--- config.mk ---
export PLATFORM = sky130hd
export DESIGN_NAME = fmdll_coarse_ctrl
export DESIGN_NICKNAME = d
export VERILOG_FILES = /design/src/rtl/fmdll_pkg.sv /design/src/rtl/fmdll_vote_acc.sv /design/src/rtl/fmdll_coarse_ctrl.sv
export SDC_FILE = /design/constraint.sdc
export NUM_CORES = 1
export LEC_CHECK = 0
export CAP_MARGIN = 10
export CORE_MARGIN = 4
export CORE_UTILIZATION = 35
export CTS_BUF_LIST = sky130_fd_sc_hd__clkbuf_16
export DETAILED_ROUTE_END_ITERATION = 8
export GPL_ROUTABILITY_DRIVEN = 0
export SKIP_CTS_REPAIR_TIMING = 1
export SLEW_MARGIN = 20
export SYNTH_ARGS = -nofsm -noshare
export SYNTH_HDL_FRONTEND = slang
export SYNTH_HIERARCHICAL = 1
export SYNTH_SLANG_ARGS = --single-unit
--- constraint.sdc ---
create_clock -name clk -period 2.3 [get_ports clk]
set_clock_uncertainty 0.15 [all_clocks]
set_input_delay 0.23 -clock clk [delete_from_list [all_inputs] [get_ports clk]]
set_output_delay 0.23 -clock clk [all_outputs]
set_load 0.005 [all_outputs]
--- src/rtl/fmdll_pkg.sv ---
// Shared definitions for the FMDLL coarse phase search and its downstream tap decoder.
package fmdll_pkg;

    typedef enum logic [2:0] {
        ST_IDLE,
        ST_SETTLE,
        ST_SAMPLE,
        ST_STEP,
        ST_DONE
    } fmdll_cstate_t;

    localparam logic [2:0] Q_RESET   = 3'd4;
    localparam logic [3:0] MAX_STEPS = 4'd6;

    // A window of win_len votes spans -win_len..+win_len, which always fits in this width.
    function automatic int vote_width(input int win_len);
        return $clog2(win_len) + 2;
    endfunction

endpackage

--- src/rtl/fmdll_vote_acc.sv ---
// Phase-detector vote window: counts WIN_LEN run cycles and sums +1/-1 votes.
// vote holds the total of the most recently completed window; done flags its last cycle.
module fmdll_vote_acc
    import fmdll_pkg::*;
#(
    parameter  int WIN_LEN = 8,
    localparam int VW      = vote_width(WIN_LEN)
) (
    input  logic                 clk,
    input  logic                 rst_n,
    input  logic                 clr,
    input  logic                 run,
    input  logic                 pd_up,
    input  logic                 pd_dn,
    output logic                 done,
    output logic signed [VW-1:0] vote
);

    localparam int CW = $clog2(WIN_LEN);

    logic        [CW-1:0] cnt;
    logic signed [VW-1:0] acc;
    logic signed [VW-1:0] delta;

    always_comb begin
        delta = '0;
        if (pd_up && !pd_dn) begin
            delta = VW'(1);
        end else if (pd_dn && !pd_up) begin
            delta = '1;
        end
    end

    assign done = run && !clr && (cnt == CW'(WIN_LEN - 1));

    // Windows restart back to back, so the final sum is latched and acc reloads from zero.
    always_ff @(posedge clk or negedge rst_n) begin
        if (!rst_n) begin
            cnt  <= '0;
            acc  <= '0;
            vote <= '0;
        end else if (clr) begin
            cnt  <= '0;
            acc  <= '0;
            vote <= '0;
        end else if (run) begin
            if (done) begin
                cnt  <= '0;
                acc  <= '0;
                vote <= acc + delta;
            end else begin
                cnt <= cnt + 1'b1;
                acc <= acc + delta;
            end
        end
    end

endmodule

--- src/rtl/fmdll_coarse_ctrl.sv ---
// Coarse tap-code search for the FMDLL: settle, vote, step Q, lock after MAX_STEPS steps.
// Optional DONE-state relock monitoring is built when FMDLL_RELOCK_EN is defined.
module fmdll_coarse_ctrl
    import fmdll_pkg::*;
#(
    parameter int SETTLE_CYC = 4,
    parameter int WIN_LEN    = 8,
    parameter int RELOCK_TH  = 6
) (
    input  logic       clk,
    input  logic       rst_n,
    input  logic       en,
    input  logic       pd_up,
    input  logic       pd_dn,
    output logic [2:0] Q,
    output logic [3:0] count,
    output logic       lock
);

    localparam int VW = vote_width(WIN_LEN);

    if (SETTLE_CYC < 1 || SETTLE_CYC > 15 || WIN_LEN < 2 || WIN_LEN > 64 || RELOCK_TH < 1) begin : g_param_check
        $error("fmdll_coarse_ctrl: parameter out of range");
    end

    fmdll_cstate_t        state, state_nx;
    logic [2:0]           q_nx;
    logic [3:0]           count_nx;
    logic                 lock_nx;
    logic [3:0]           settle_cnt;
    logic                 settle_last;
    logic                 acc_clr;
    logic                 acc_run;
    logic                 win_done;
    logic signed [VW-1:0] vote;

    fmdll_vote_acc #(
        .WIN_LEN (WIN_LEN)
    ) u_vote_acc (
        .clk   (clk),
        .rst_n (rst_n),
        .clr   (acc_clr),
        .run   (acc_run),
        .pd_up (pd_up),
        .pd_dn (pd_dn),
        .done  (win_done),
        .vote  (vote)
    );

    assign settle_last = (settle_cnt == 4'(SETTLE_CYC - 1));

    always_ff @(posedge clk or negedge rst_n) begin
        if (!rst_n) begin
            settle_cnt <= '0;
        end else if (state == ST_SETTLE && !settle_last) begin
            settle_cnt <= settle_cnt + 4'd1;
        end else begin
            settle_cnt <= '0;
        end
    end

`ifdef FMDLL_RELOCK_EN
    logic          win_seen;
    logic          strike;
    logic          strong;
    logic          relock;
    logic [VW-1:0] vote_mag;

    assign vote_mag = vote[VW-1] ? VW'(-vote) : VW'(vote);
    assign strong   = int'(vote_mag) >= RELOCK_TH;
    assign relock   = (state == ST_DONE) && win_seen && strong && strike;

    // win_seen marks the cycle in which vote holds a freshly finished DONE window.
    always_ff @(posedge clk or negedge rst_n) begin
        if (!rst_n) begin
            win_seen <= 1'b0;
            strike   <= 1'b0;
        end else begin
            win_seen <= (state == ST_DONE) && win_done;
            if (state != ST_DONE) begin
                strike <= 1'b0;
            end else if (win_seen) begin
                strike <= strong;
            end
        end
    end
`endif

    always_ff @(posedge clk or negedge rst_n) begin
        if (!rst_n) begin
            state <= ST_IDLE;
            Q     <= Q_RESET;
            count <= '0;
            lock  <= 1'b0;
        end else begin
            state <= state_nx;
            Q     <= q_nx;
            count <= count_nx;
            lock  <= lock_nx;
        end
    end

    always_comb begin
        state_nx = state;
        q_nx     = Q;
        count_nx = count;
        lock_nx  = lock;
        acc_clr  = 1'b1;
        acc_run  = 1'b0;
        if (!en) begin
            state_nx = ST_IDLE;
            q_nx     = Q_RESET;
            count_nx = '0;
            lock_nx  = 1'b0;
        end else begin
            case (state)
                ST_IDLE: begin
                    state_nx = ST_SETTLE;
                    q_nx     = Q_RESET;
                    count_nx = '0;
                    lock_nx  = 1'b0;
                end
                ST_SETTLE: begin
                    if (settle_last) begin
                        state_nx = ST_SAMPLE;
                    end
                end
                ST_SAMPLE: begin
                    acc_clr = 1'b0;
                    acc_run = 1'b1;
                    if (win_done) begin
                        state_nx = ST_STEP;
                    end
                end
                ST_STEP: begin
                    if (vote > 0 && Q != 3'd7) begin
                        q_nx = Q + 3'd1;
                    end else if (vote < 0 && Q != 3'd0) begin
                        q_nx = Q - 3'd1;
                    end
                    count_nx = count + 4'd1;
                    if (count_nx == MAX_STEPS) begin
                        state_nx = ST_DONE;
                        lock_nx  = 1'b1;
                    end else begin
                        state_nx = ST_SETTLE;
                    end
                end
                ST_DONE: begin
                    lock_nx = 1'b1;
`ifdef FMDLL_RELOCK_EN
                    acc_clr = 1'b0;
                    acc_run = 1'b1;
                    if (relock) begin
                        state_nx = ST_SETTLE;
                        count_nx = '0;
                        lock_nx  = 1'b0;
                    end
`endif
                end
                default: begin
                    state_nx = ST_IDLE;
                    q_nx     = Q_RESET;
                    count_nx = '0;
                    lock_nx  = 1'b0;
                end
            endcase
        end
    end

endmodule
==> summary.txt <==
Status
  – Status: completed

Detailed routing
  – Drt total wl: between 3000 and 4000 um
  – Via count: 1297
  – Met2 WL: ~1800 um
  – Met3 routed WL: ~110 um
  – DRC viols: 0
  – M1 wire length: roughly 1500 um
  – DR vias/cell: approximately 5.2
  – First-pass iteration count of the detailed router: 4
  – WL/cell: ~14 um
  – Initial drt markers: just over 70
  – Final ANT Viol Nets: 0
  – Top sig layer: met4

Floorplanning
  – Core area: around 4700 um2
  – Die outline height: around 78 um
  – # IOs: 13
  – Die area: about 6100 um2
  – Die W: just under 80 um
  – Rows: 25
  – Initial Util: between 30% and 40%

STA
  – Setup ws final: ~0.084 ns
  – Worst slew pin tran: 0.512 ns
  – Min cycle time layout: 2.22 ns
  – Setup TNS: 0 ns
  – F_max: 451 MHz
  – Hold Fails Final Rpt: 0
  – Final count of negative-setup-slack endpoints: 0
  – Max Slew Vio Count: 0
  – Period utilization: between 90% and 100%
  – Relative slew slack: 65.7%

Global route
  – Total GRT Usage: roughly an eighth
  – Vias in the first global route: about 1400
  – Largest net degree at the start of global routing: 29
  – Global-route wire length before repair: ~6300 um
  – Gr ovfl total: 0
  – Initial antenna violation count: 0

Pwr
  – Leakage: between 0.8 and 0.9 nW
  – Sequential power share: 51.1%
  – Power share of the combinational group: 10.2%
  – Net Sw Frac: between 20 and 25%
  – PwrDens: approximately 500 nW/um2
  – Clock share of power: roughly 39%
  – Max VDD drop: roughly 0.3 mV
  – NetSw: ~240 uW
  – Internal Power: between 700 and 800 uW
  – Tot Pwr: roughly 1.0 mW

CTS
  – Worst-path clk slew: roughly 0.070 ns
  – Clk_lat worst skew: 0.26 ns
  – Clock Path Buffers: 2
  – Root Driver: clkbuf_16
  – Num CTS Buffers: 3
  – CTS tree: yes
  – H-tree depth: 1
  – CTS sink cnt: 28

Layout
  – Area occupied by multi-input gates: 968 um2
  – Fin area: 2060 um2
  – # diodes: 0
  – Layout fillers: approximately 450
  – Final net count: 200
  – Share of cells above drive strength 1: around 16%
  – Sequential cell area: 702 um2
  – Synthesis-to-layout area growth: 20.0%

Placed design
  – Placement Setup Slack: -0.321 ns
  – DP Area: ~1900 um2
  – Final HPWL DP: approximately 2500 um
  – IO Port Bufs: 12

Logic synthesis
  – Top cells by count, synth: dfrtp_1 (27), nand2_1 (14), nor2_1 (13)
  – Async set or reset register ratio after synthesis: 100%
  – Synthesized area: roughly 1700 um2
  – Synth Instances: 163
  – Yosys cell types: 57
  – Synth Net Count: ~180
  – Synth warn: 6
  – Yosys top cell area share: about two fifths
  – Post-synth top area cell: dfrtp_1
  – Post-synthesis sequential area ratio: roughly two fifths
  – #FFs+latches synth: 28
  – Top area cells in the synthesized netlist: dfrtp_1 (39%), ha_1 (7.3%), nand2_1 (3.1%)
  – Most numerous cell in the Yosys netlist: dfrtp_1
  – Post-synth EDFFs: 0
  – Primary FF master, synth: dfrtp_1
  – Synthesized area per cell: ~11 um2

Setup path
  – Critical Path End: u_vote_acc/vote[4]
  – R2r startpoint: u_vote_acc/acc[1]
  – Worst path required time: ~2.3 ns
  – Worst setup path startpoint: pd_up
  – Highest net fanout along the worst path: 4
  – Worst Path Arrival: 2.21 ns
  – CP startpoint kind: input port
  – Worst Reg-to-Reg Cells: 6
  – Kind of critical path: input port to flip-flop
  – RR Endpoint: u_vote_acc/vote[4]
  – Endpoint class of the critical path: flip-flop
  – Internal reg-to-reg setup slack: 0.26 ns

Hold path
  – Min-delay worst type: input port to asynchronous set/reset pin

Flow run
  – Max_cap viols: 0
==> flip-flops by register name (all words and copies together) (netlist names) <==
register         flops
state                3
u_vote_acc/acc       5
u_vote_acc/cnt       3
lock                 1
settle_cnt           4
Q                    3
u_vote_acc/vote      5
count                4
==> metal layers <==
metal | track usage, % | up-vias
met5 | 0 | -
met4 | 1.92 | 0
met3 | 2.75 | 4
met2 | 22.3 | 14
met1 | 15.3 | 646
li1 | - | 633
==> cells in the final DEF, fill, tap and decap left out, types with 2 or more instances in the layout <==
| cell type | Yosys | layout |
|---|---|---|
| o31a_1 | 2 | 2 |
| nor2_1 | 13 | 13 |
| nand2_1 | 14 | 14 |
| o21a_1 | 2 | 2 |
| nand2b_1 | 2 | 2 |
| a21oi_1 | 5 | 5 |
| xor2_1 | 4 | 4 |
| clkbuf_16 | 0 | 3 |
| a22o_1 | 3 | 3 |
| o31ai_1 | 3 | 3 |
| o21ai_1 | 4 | 4 |
| nor3_1 | 2 | 2 |
| nor3b_1 | 5 | 5 |
| inv_1 | 10 | 10 |
| buf_4 | 1 | 9 |
| nand3_1 | 3 | 3 |
| mux2i_1 | 2 | 2 |
| ha_1 | 10 | 8 |
| clkdlybuf4s50_1 | 0 | 12 |
| xnor2_1 | 5 | 5 |
| o21ai_0 | 2 | 2 |
| o211ai_1 | 2 | 2 |
| dfrtp_1 | 27 | 27 |
| a21boi_1 | 2 | 2 |
| and3_1 | 4 | 4 |
==> per-stage QoR <==
stage / util (%) / hold WS [ns] / cells
after global placement: 40.9 / 0.293 / 246
final: 43.6 / 0.198 / 250
after CTS: 42.6 / 0.211 / 250
after detailed placement: 40.9 / 0.327 / 246
after global routing: 43.6 / 0.251 / 250
after floorplan: - / -0.216 / 163
==> layout make-up <==
class / count / area share (%)
Multi-Input combinational cell: 120 / 47.1
Sequential cell: 28 / 34.1
Timing Repair Buffer: 21 / 9.12
Tap cell: 67 / 4.07
Clock buffer: 3 / 3.65
Inverter: 10 / 1.82
Clock inverter: 1 / 0.182
==> power by group through the flow <==
| stage | sequential, mW | clock, mW | combinational [mW] |
|---|---|---|---|
| after floorplan | 0.525 | 0 | 0.0743 |
| after global placement | 0.531 | 0 | 0.0966 |
| after detailed placement | 0.533 | 0 | 0.102 |
| after CTS | 0.523 | 0.415 | 0.103 |
| after global routing | 0.526 | 0.432 | 0.120 |
| final | 0.524 | 0.397 | 0.104 |
==> critical path, stage by stage <==
cell and delay, ns:
clkdlybuf4s50_1 0.45, inv_1 0.05, ha_1 0.30, inv_1 0.06, ha_2 0.21, ha_4 0.15
a21boi_2 0.16, o221ai_2 0.13, and3_1 0.21, o31a_1 0.26
==> cells by family (layout without fill, tap and decap cells) <==
group	count (synthesis)	after routing	share of synthesized area (%)
buf+inv	15	35	5.32
compound gates	43	43	20.7
fa+ha+maj	11	11	8.46
simple gates	55	55	18.8
mux	2	2	1.17
xor+xnor	9	9	4.59
flops	28	28	40.9
==> worst min path at each step <==
| stage | to | slack [ns] | depth (start not counted) |
|---|---|---|---|
| after floorplan | Q[0] | -0.22 | 0 |
| after global placement | settle_cnt[0] | 0.29 | 1 |
| after detailed placement | settle_cnt[0] | 0.33 | 1 |
| after CTS | settle_cnt[2] | 0.21 | 2 |
| after global routing | lock | 0.25 | 2 |
| final | settle_cnt[1] | 0.20 | 2 |
(Power assumes the default switching activity.)
